`src/rtl/prog_loader.sv`:
```
// Boot-time loader: unpacks a framed byte stream into words and writes them into
// instruction or data memory, holding the core off until an END command arrives.
module prog_loader #(
  parameter int WORD_W     = 32,
  parameter int INST_DEPTH = 200,
  parameter int DATA_DEPTH = 10000,
  parameter int INST_AW    = $clog2(INST_DEPTH),
  parameter int DATA_AW    = $clog2(DATA_DEPTH)
) (
  input  logic               clk,
  input  logic               rstn,
  input  logic               in_valid,
  input  logic [7:0]         in_data,
  output logic               in_ready,
  output logic               inst_we,
  output logic [INST_AW-1:0] inst_addr,
  output logic [WORD_W-1:0]  inst_wdata,
  output logic               data_we,
  output logic [DATA_AW-1:0] data_addr,
  output logic [WORD_W-1:0]  data_wdata,
  output logic [31:0]        words_written,
  output logic               done,
  output logic               err
);

  localparam int BYTES = WORD_W / 8;
  localparam int BCW   = (BYTES > 1) ? $clog2(BYTES) : 1;
  localparam logic [BCW-1:0] LAST_BYTE = BCW'(BYTES - 1);
  localparam logic [16:0]    INST_LIM  = 17'(INST_DEPTH);
  localparam logic [16:0]    DATA_LIM  = 17'(DATA_DEPTH);

  localparam logic [7:0] CMD_INST = 8'h01;
  localparam logic [7:0] CMD_DATA = 8'h02;
  localparam logic [7:0] CMD_END  = 8'hFF;

  typedef enum logic [2:0] {
    S_CMD,
    S_ADR_H,
    S_ADR_L,
    S_CNT_H,
    S_CNT_L,
    S_PAY,
    S_DONE,
    S_ERR
  } state_t;

  state_t state_reg, state_next;

  logic               live_reg;
  logic               target_reg;     // 0 = instruction memory, 1 = data memory
  logic [15:0]        addr_reg;
  logic [15:0]        cnt_reg;
  logic [16:0]        idx_reg;
  logic [BCW-1:0]     byte_reg;
  logic               inst_we_reg;
  logic [INST_AW-1:0] inst_addr_reg;
  logic [WORD_W-1:0]  inst_wdata_reg;
  logic               data_we_reg;
  logic [DATA_AW-1:0] data_addr_reg;
  logic [WORD_W-1:0]  data_wdata_reg;
  logic [31:0]        count_reg;
  logic               done_reg;
  logic               err_reg;

  logic               accept;
  logic               last_byte;
  logic               last_word;
  logic               word_end;
  logic [16:0]        addr_sum;
  logic               inst_ok;
  logic               data_ok;
  logic               cmd_ok;
  logic [WORD_W-1:0]  word_full;

  // in_ready is gated by live_reg so it stays low until the first clock after reset.
  assign in_ready  = live_reg && (state_reg != S_DONE) && (state_reg != S_ERR);
  assign accept    = in_valid && in_ready;
  assign last_byte = (byte_reg == LAST_BYTE);
  assign last_word = ((idx_reg + 17'd1) == {1'b0, cnt_reg});
  assign word_end  = accept && (state_reg == S_PAY) && last_byte;
  assign cmd_ok    = (in_data == CMD_INST) || (in_data == CMD_DATA);

  // 17-bit sum so a 16-bit address overflow shows up as out of range.
  assign addr_sum = {1'b0, addr_reg} + idx_reg;
  assign inst_ok  = !addr_sum[16] && (addr_sum < INST_LIM);
  assign data_ok  = !addr_sum[16] && (addr_sum < DATA_LIM);

  generate
    if (BYTES > 1) begin : g_shift
      logic [WORD_W-9:0] shift_reg;

      always_ff @(posedge clk or negedge rstn) begin
        if (!rstn) begin
          shift_reg <= '0;
        end else if (accept && (state_reg == S_PAY)) begin
          shift_reg <= word_full[WORD_W-9:0];
        end
      end

      assign word_full = {shift_reg, in_data};
    end else begin : g_noshift
      assign word_full = in_data;
    end
  endgenerate

  always_ff @(posedge clk or negedge rstn) begin
    if (!rstn) begin
      state_reg <= S_CMD;
    end else begin
      state_reg <= state_next;
    end
  end

  always_comb begin
    state_next = state_reg;
    if (accept) begin
      case (state_reg)
        S_CMD: begin
          if (cmd_ok) begin
            state_next = S_ADR_H;
          end else if (in_data == CMD_END) begin
            state_next = S_DONE;
          end else begin
            state_next = S_ERR;
          end
        end
        S_ADR_H: state_next = S_ADR_L;
        S_ADR_L: state_next = S_CNT_H;
        S_CNT_H: state_next = S_CNT_L;
        S_CNT_L: begin
          if ({cnt_reg[15:8], in_data} != 16'd0) begin
            state_next = S_PAY;
          end else begin
            state_next = S_CMD;
          end
        end
        S_PAY: begin
          if (last_byte && last_word) begin
            state_next = S_CMD;
          end
        end
        default: state_next = state_reg;
      endcase
    end
  end

  // Frame header capture and payload byte/word counters.
  always_ff @(posedge clk or negedge rstn) begin
    if (!rstn) begin
      live_reg   <= 1'b0;
      target_reg <= 1'b0;
      addr_reg   <= '0;
      cnt_reg    <= '0;
      idx_reg    <= '0;
      byte_reg   <= '0;
    end else begin
      live_reg <= 1'b1;
      if (accept) begin
        case (state_reg)
          S_CMD:   target_reg <= (in_data == CMD_DATA);
          S_ADR_H: addr_reg[15:8] <= in_data;
          S_ADR_L: addr_reg[7:0] <= in_data;
          S_CNT_H: cnt_reg[15:8] <= in_data;
          S_CNT_L: begin
            cnt_reg[7:0] <= in_data;
            idx_reg      <= '0;
            byte_reg     <= '0;
          end
          S_PAY: begin
            if (last_byte) begin
              byte_reg <= '0;
              idx_reg  <= idx_reg + 17'd1;
            end else begin
              byte_reg <= byte_reg + BCW'(1);
            end
          end
          default: ;
        endcase
      end
    end
  end

  // Memory write ports: one-cycle strobe after the final byte of a word; addr/wdata hold otherwise.
  always_ff @(posedge clk or negedge rstn) begin
    if (!rstn) begin
      inst_we_reg    <= 1'b0;
      inst_addr_reg  <= '0;
      inst_wdata_reg <= '0;
      data_we_reg    <= 1'b0;
      data_addr_reg  <= '0;
      data_wdata_reg <= '0;
      count_reg      <= '0;
    end else begin
      inst_we_reg <= 1'b0;
      data_we_reg <= 1'b0;
      if (word_end) begin
        if (!target_reg && inst_ok) begin
          inst_we_reg    <= 1'b1;
          inst_addr_reg  <= addr_sum[INST_AW-1:0];
          inst_wdata_reg <= word_full;
          count_reg      <= count_reg + 32'd1;
        end else if (target_reg && data_ok) begin
          data_we_reg    <= 1'b1;
          data_addr_reg  <= addr_sum[DATA_AW-1:0];
          data_wdata_reg <= word_full;
          count_reg      <= count_reg + 32'd1;
        end
      end
    end
  end

  // done and err are sticky until reset.
  always_ff @(posedge clk or negedge rstn) begin
    if (!rstn) begin
      done_reg <= 1'b0;
      err_reg  <= 1'b0;
    end else begin
      if (accept && (state_reg == S_CMD)) begin
        if (in_data == CMD_END) begin
          done_reg <= 1'b1;
        end else if (!cmd_ok) begin
          err_reg <= 1'b1;
        end
      end
      if (word_end && (target_reg ? !data_ok : !inst_ok)) begin
        err_reg <= 1'b1;
      end
    end
  end

  assign inst_we       = inst_we_reg;
  assign inst_addr     = inst_addr_reg;
  assign inst_wdata    = inst_wdata_reg;
  assign data_we       = data_we_reg;
  assign data_addr     = data_addr_reg;
  assign data_wdata    = data_wdata_reg;
  assign words_written = count_reg;
  assign done          = done_reg;
  assign err           = err_reg;

endmodule

```
`config.mk`:
```
export PLATFORM = sky130hd
export DESIGN_NAME = prog_loader
export DESIGN_NICKNAME = d
export VERILOG_FILES = /design/src/rtl/prog_loader.sv
export SDC_FILE = /design/constraint.sdc
export NUM_CORES = 1
export LEC_CHECK = 0
export ABC_AREA = 1
export CORE_MARGIN = 4
export CORE_UTILIZATION = 55
export DETAILED_ROUTE_END_ITERATION = 10
export DONT_BUFFER_PORTS = 1
export GPL_TIMING_DRIVEN = 0
export PLACE_DENSITY_LB_ADDON = 0.1
export SYNTH_ARGS = -nofsm -noshare
export SYNTH_HDL_FRONTEND = slang
export SYNTH_SLANG_ARGS = --single-unit
```
`constraint.sdc`:
```
create_clock -name clk -period 2.6 [get_ports clk]
set_input_delay 0.39 -clock clk [delete_from_list [all_inputs] [get_ports clk]]
set_output_delay 0.39 -clock clk [all_outputs]
set_load 0.01 [all_outputs]
```
## Word level (Yosys, flattened, before mapping)

Cells that the tools add are included.

- Add/subtract/negate cells: 4
- Magnitude comparators: 2
- Equal/unequal tests: 16
- Multiplexer cells: 21
- Bitwise logic cells: 1
- Reduce and logical (&&, ||, !) cells: 36

Operators with widths:

| cell | count |
|---|---|
| $mux 32 | 2 |
| $pmux 17 s2 | 1 |
| $add 32x1->32 const B | 1 |
| $pmux 3 s6 | 1 |
| $reduce_and 2->1 | 9 |
| $add 16x17->17 | 1 |
| $add 17x1->17 const B | 1 |
| $eq 17x16->1 | 1 |
| $lt 17x14->1 const B | 1 |
| $lt 17x8->1 const B | 1 |
| $mux 17 | 1 |
| $reduce_bool 16->1 | 1 |
| $logic_and 1x1->1 | 12 |
| $reduce_and 3->1 | 4 |
| $mux 1 | 11 |
| $mux 3 | 3 |
| $eq 8x1->1 const B | 1 |
| $eq 8x2->1 const B | 1 |
| $eq 8x8->1 const B | 1 |
| $eq 3x2->1 const B | 2 |
| $eq 3x3->1 const B | 2 |
| $ne 2x1->1 const B | 3 |
| $ne 3x3->1 const B | 2 |
| $reduce_bool 2->1 | 3 |
| other kinds (11) | 14 |

- Register bits after elaboration: 202
- Input port bits: 11
- Output and inout bits: 123
- Logic and storage cells: 99

## Logic depth before layout (Yosys ltp)

- Depth after elaboration: 9
- Mapped depth: 21
- Depth with buffers taken out: 20

## Worst setup path before layout

Ideal clock, no wire load.

- Path kind: register -> register
- Start point: reg idx_reg[0]
- End point: reg count_reg[19], in the netlist words_written[19]
- Setup time: 0.117 ns
- Arrival: 2.358 ns
- Required time: 2.483 ns
- Setup slack: 0.124 ns
- Stages on the path, launching flop included: 20
- Buffers on the path: 1
- Clock period less this slack: 2.476 ns
- Cell sequence: dfrtp_1 -> ha_1 -> fa_1 -> nand2_1 -> nand2_1 -> nand2_1 -> clkinv_1 -> nand2_1 -> nand2_1 -> nand2_1 -> nand3_1 -> nand2_1 -> nand2_1 -> nor2_2 -> nand3_1 -> nand2_2 -> nand2_2 -> buf_6 -> nand2_1 -> nand2_1

- Word-level cells in the longest chain between the ends: 6
- Elaborated cells on any way between the ends: 11
- Classes of those cells: add/sub: 1; order compare: 2; mux: 1; reduce/logical: 7

Ends and longest elaborated chain:

| element | line | text |
|---|---|---|
| from (decl) | 53 | `logic [16:0] idx_reg;` |
| from (signal assigned) | 172 | `idx_reg <= idx_reg + 17'd1;` |
| $add 16x17->17 (*) | 84 | `assign addr_sum = {1'b0, addr_reg} + idx_reg;` |
| $lt 17x8->1, or another cell as far along | 85 | `assign inst_ok = !addr_sum[16] && (addr_sum < INST_LIM);` |
| $logic_and 1x1->1, on equally long branches | 85, 86 |  |
| $logic_and 1x1->1, on equally long branches | 197, 202 |  |
| $reduce_bool 2->1 (no source line) | -- |  |
| $reduce_and 2->1 (no source line) | -- |  |
| to (signal assigned) | 201 | `count_reg <= count_reg + 32'd1;` |
| to (signal assigned) | 206 | `count_reg <= count_reg + 32'd1;` |
| to (decl) | 61 | `logic [31:0] count_reg;` |

Every way passes the cells marked *; elsewhere a longest branch is shown, timed or not.
A chain may end at the register's enable or synchronous reset.

## Worst setup path after layout

- Start point: reg idx_reg[0]
- End point: reg data_wdata_reg[11], in the netlist data_wdata[11]

- Word-level cells in the longest chain between the ends: 6
- Elaborated cells on any way between the ends: 10
- Classes of those cells: add/sub: 1; order compare: 2; bitwise: 1; reduce/logical: 6

Ends and longest elaborated chain:

| element | line | text |
|---|---|---|
| $add 16x17->17 (*) | 84 |  |
| $lt 17x8->1 or $logic_not 1->1 (tied branches) | 85, 86 |  |
| $logic_and 1x1->1 | 85 |  |
| $logic_and 1x1->1 | 197 | `if (!target_reg && inst_ok) begin` |
| $not 1->1 (no source line) | -- |  |
| $reduce_and 3->1 (no source line) (*) | -- |  |
| to (signal assigned) | 205 | `data_wdata_reg <= word_full;` |
| to (decl) | 60 | `logic [WORD_W-1:0] data_wdata_reg;` |

Marked as above.

==> reports/metrics.sh <==
RUN_STATUS='finished with violations'
FAILED_CHECKS='negative hold slack, negative setup slack'
DETAILEDPLACEMENTHPWL_MM=19.0
POST-ROUTE-PERIOD-UTIL_PCT=101
CLOCK_TREE_FROM_TRITONCTS='done'
WORST_REG2REG_PATH_STARTPOINT='idx_reg[0]$_DFFE_PN0P_'
SYNTH_EDF_COUNT=0
DRT_DRC_VIOLATIONS_LEFT=0
CP_DATA_REQUIRED_TIME_NS=2.97
GP_CONGESTION=0.937
POST-SYNTH-TOP-AREA-FRACTION_PCT=49.8
SYNTH_TOP_FAMILY_BY_AREA='simple AND/OR/NAND/NOR gates'
DRTITER0DRC=551
POST_SYNTH_MAIN_AREA_CONTRIBUTORS='dfrtp_1 50%, nand2_1 16%, o21ai_0 4.5%, nand3_1 4.2%, inv_1 4.1%'
HP-CLASS='primary input to async pin'
ANTENNA_VIOLATIONS_BEFORE_REPAIR=0
MAX_CLOCK_FREQ_MHz=380
OVERFLOW=0
MAXSLEWVIOLCOUNT=0
MAXIMUM_CAPACITANCE_VIOLATIONS=0
ROUTE.DETAILED.VIAS_PER_INST=5.49
TIMING.SETUP.TNS_NS=-0.322
RSZ0062_AT_GRT='yes'
DIE_AREA_UM2=20700
FIN_WS_NS=-0.0303
CLOCK_SINKS=202
ASYNCSETRESETFLOPFRACSYNTH_PCT=100
IO_PINS=134
SYNTH_SEQUENTIAL_AREA_RATIO_PCT=49.8
CRITPATHKIND='register to register'
WORSTPATHMAXFANOUT=10
VIAS=8571
SETUP_VIOL=30
POST_SYNTH_NUM_CELL_TYPES=39
IO_BUFFER_COUNT=0
SYNTH_SIMPLE_GATE_AREA_SHARE_PCT=28.3
CRITPATHCAPTURETYPE='register'
IR_WORST_VDD_uV=588
ANTENNA_LEFT=0
DIE_H_UM=144
TIMING.MAX_SLEW.REL_SLACK_PCT=62.5
WORST_SETUP_PATH_START_KIND='register'
CLOCK_INSERTION_DELAY_AT_THE_LATER_PIN_OF_THE_SKEW_REPORT_NS=0.49
WORST_HOLD_SLACK_NS=-0.414
CTS_MADE_BUFFERS=21
POWERDENSITY_nW_PER_UM2=978
FIN_SKEW_NS=0.0104
SYNTH_XOR_AREA_SHARE_PCT=3.33
VIA_COUNT_OF_THE_FIRST_GLOBAL_ROUTING_PASS=8232
TIMING.CRITICAL_PATH.ARRIVAL_NS=3.00
REG2REG_TO='data_wdata[11]$_DFFE_PN0P_'
DIE_WIDTH_UM=144
SYNTH_FF_TYPE='dfrtp_1'
SYN-INSTANCE-COUNT=1284
CTS_HOLD_BUF=1
GRT_START_MAX_NET_PINS=203
CORE.ROWCOUNT=49
SYNTH-COMPOUND-AREA-SHARE_PCT=9.40
GLOBAL_ROUTE.USAGE.TOTAL_PCT=25.8
SYNTH.FF_LATCH_COUNT=202
CLOCK_TREE.HTREE_LEVEL_COUNT=1
YS_WARN_COUNT=0
MAPPEDNETLISTAREA_UM2=10100
SYNTH_ADDER_AREA_SHARE_PCT=2.54
POST_SYNTH_MUX_AREA_SHARE_PCT=0
SYNTH_NETS=1315
FIRST_PASS_GRT_WIRE_LENGTH_MM=42.8
SYNTHESIS.AREA_PER_INSTANCE_UM2=7.90
INITIAL_STANDARD_CELL_UTILIZATION_OF_THE_CORE_PCT=56.3
DR_WL_CELL_UM=17.3
FINALHOLDVIOLCOUNT=202
ROOT_BUFFER_CELL='clkbuf_16'
RR_WORST_DEPTH=17
FIRST_PASS_ITERS=5
STATIC-LEAKAGE-POWER_uW=0.00574
YOSYS.AREA.TOP_TYPE='dfrtp_1'
FINAL_LAYOUT_SIZE_SUFFIX_GT1_SHARE_PCT=14.0
TIGHTESTPINTRANSITION_NS=0.560
NUM_ANTENNA_CELLS=0
AREAGROWTHSYNTHTOFINISH_PCT=16.2
POST-ROUTE-UTIL_PCT=65.4
TIMING.FINAL.CRIT_PERIOD_NS=2.63
ROUTE.FINAL.WIRE_LENGTH_MM=27.0
CLOCK_TREE.BUFFER_DEPTH=3
SETUP.REG_TO_REG.WORST_SLACK_NS=-0.03
FINISH.NET_COUNT=1349
WORST_SETUP_HOLD_PATH_CLK_SLEW_NS=0.06
CORE_UM2=18000
==> synthesized netlist by cell type (all sizes together) (6+ instances only) <==
cell    count
inv       118
nand2     442
nand3      86
clkbuf     19
o22ai      12
nor3       20
ha         19
dfrtp     202
a21oi      30
nand4      19
xor2       30
nor4        8
buf        22
nor2       99
xnor2       6
o21ai     129
nand3b     11
==> how the worst max path moves through the flow <==
| stage | endpoint | cells past startpoint | from |
|---|---|---|---|
| final | data_wdata[11]$_DFFE_PN0P_ | 17 | idx_reg[0]$_DFFE_PN0P_ |
| after global routing | data_addr[6]$_DFFE_PN0P_ | 17 | idx_reg[0]$_DFFE_PN0P_ |
| after CTS | inst_wdata[11]$_DFFE_PN0P_ | 17 | idx_reg[0]$_DFFE_PN0P_ |
| after detailed placement | data_wdata[8]$_DFFE_PN0P_ | 17 | idx_reg[0]$_DFFE_PN0P_ |
| after global placement | data_wdata[8]$_DFFE_PN0P_ | 17 | idx_reg[0]$_DFFE_PN0P_ |
| after floorplan | words_written[19]$_DFFE_PN0P_ | 19 | idx_reg[0]$_DFFE_PN0P_ |
==> what timing repair did <==
action,4_1_cts,5_1_grt
hold endpoints to repair,203,202
setup buffers,6,2
gates cloned,3,0
endpoints found under the setup margin,121,138
resized for setup,62,135
pin swaps,15,13
==> per-layer routing <==
metal	GRT usage [%]	part of all wire [%]	wire, um
met2	40.9	46	12400
met5	0	0	0
met3	5.69	6.7	1810
met4	7.09	3.2	867
met1	36.3	44	12000
==> layout make-up <==
cell class	count	area, um2
plain buffers	41	330
clock inverters	12	119
clock buffers	25	551
multi-input cells	922	4830
flip-flops and latches	202	5060
well taps	229	287
fillers	1501	6240
repair buffers	11	154
inverters	119	460
==> placed cells by master, fill, tap and decap left out, types with 3 or more instances in the layout <==
cell / instances
buf_8: 5
nor2_2: 4
dfrtp_1: 196
xor2_1: 29
ha_4: 6
inv_1: 110
inv_2: 7
nor2_1: 89
o22ai_1: 12
nand4_1: 18
nand2_2: 45
nor3_1: 19
nand2_1: 388
ha_2: 6
nand2_4: 9
dfrtp_2: 6
nand3_1: 82
o21ai_0: 60
clkbuf_16: 21
o21ai_2: 12
nor2_4: 6
ha_1: 7
o21ai_1: 57
buf_4: 13
xnor2_1: 6
nand3b_1: 11
a21oi_2: 4
clkbuf_1: 17
clkinv_2: 8
nand3_4: 3
buf_6: 9
a21oi_1: 25
buf_12: 3
nor4_1: 8
==> cell families (layout without fill, tap and decap cells) <==
| family | after synthesis | in the layout |
|---|---|---|
| buf+inv | 160 | 208 |
| simple gates | 686 | 686 |
| other cells | 1 | 1 |
| fa+ha+maj | 20 | 20 |
| flops | 202 | 202 |
| compound gates | 178 | 178 |
| xor+xnor | 37 | 37 |
==> critical path, stage by stage (launching register included) <==
cell      delay, ns
dfrtp_1        0.39
ha_2           0.21
fa_2           0.40
nand2_2        0.07
nand2_2        0.05
nand2_2        0.08
clkinv_2       0.06
nand2_4        0.07
nand2_4        0.08
nand2_4        0.10
nand3_4        0.06
nand2_4        0.12
nand3_4        0.08
nor2_4         0.15
nand3_4        0.20
buf_4          0.24
nand2_1        0.06
o21ai_0        0.07
==> metrics by stage <==
stage	worst slack, ns	std cells	hold slack [ns]	total power [uW]	instance area (um2)
6_report	-0.0303	1561	-0.414	11500	11800
4_1_cts	-0.00717	1559	-0.428	11000	11400
3_3_place_gp	-0.437	1513	0.0990	7680	10400
5_1_grt	-0.175	1561	-0.434	12400	11800
2_1_floorplan	0.124	1284	0.0944	6890	10100
3_5_place_dp	-0.538	1513	0.0992	7780	10400
==> report_power, final <==
part,internal [uW],total (uW),switching [uW]
Sequential,3660,4120,465
Combinational,1610,4460,2850
Clock,1710,2950,1230
(Power assumes the default switching activity.)
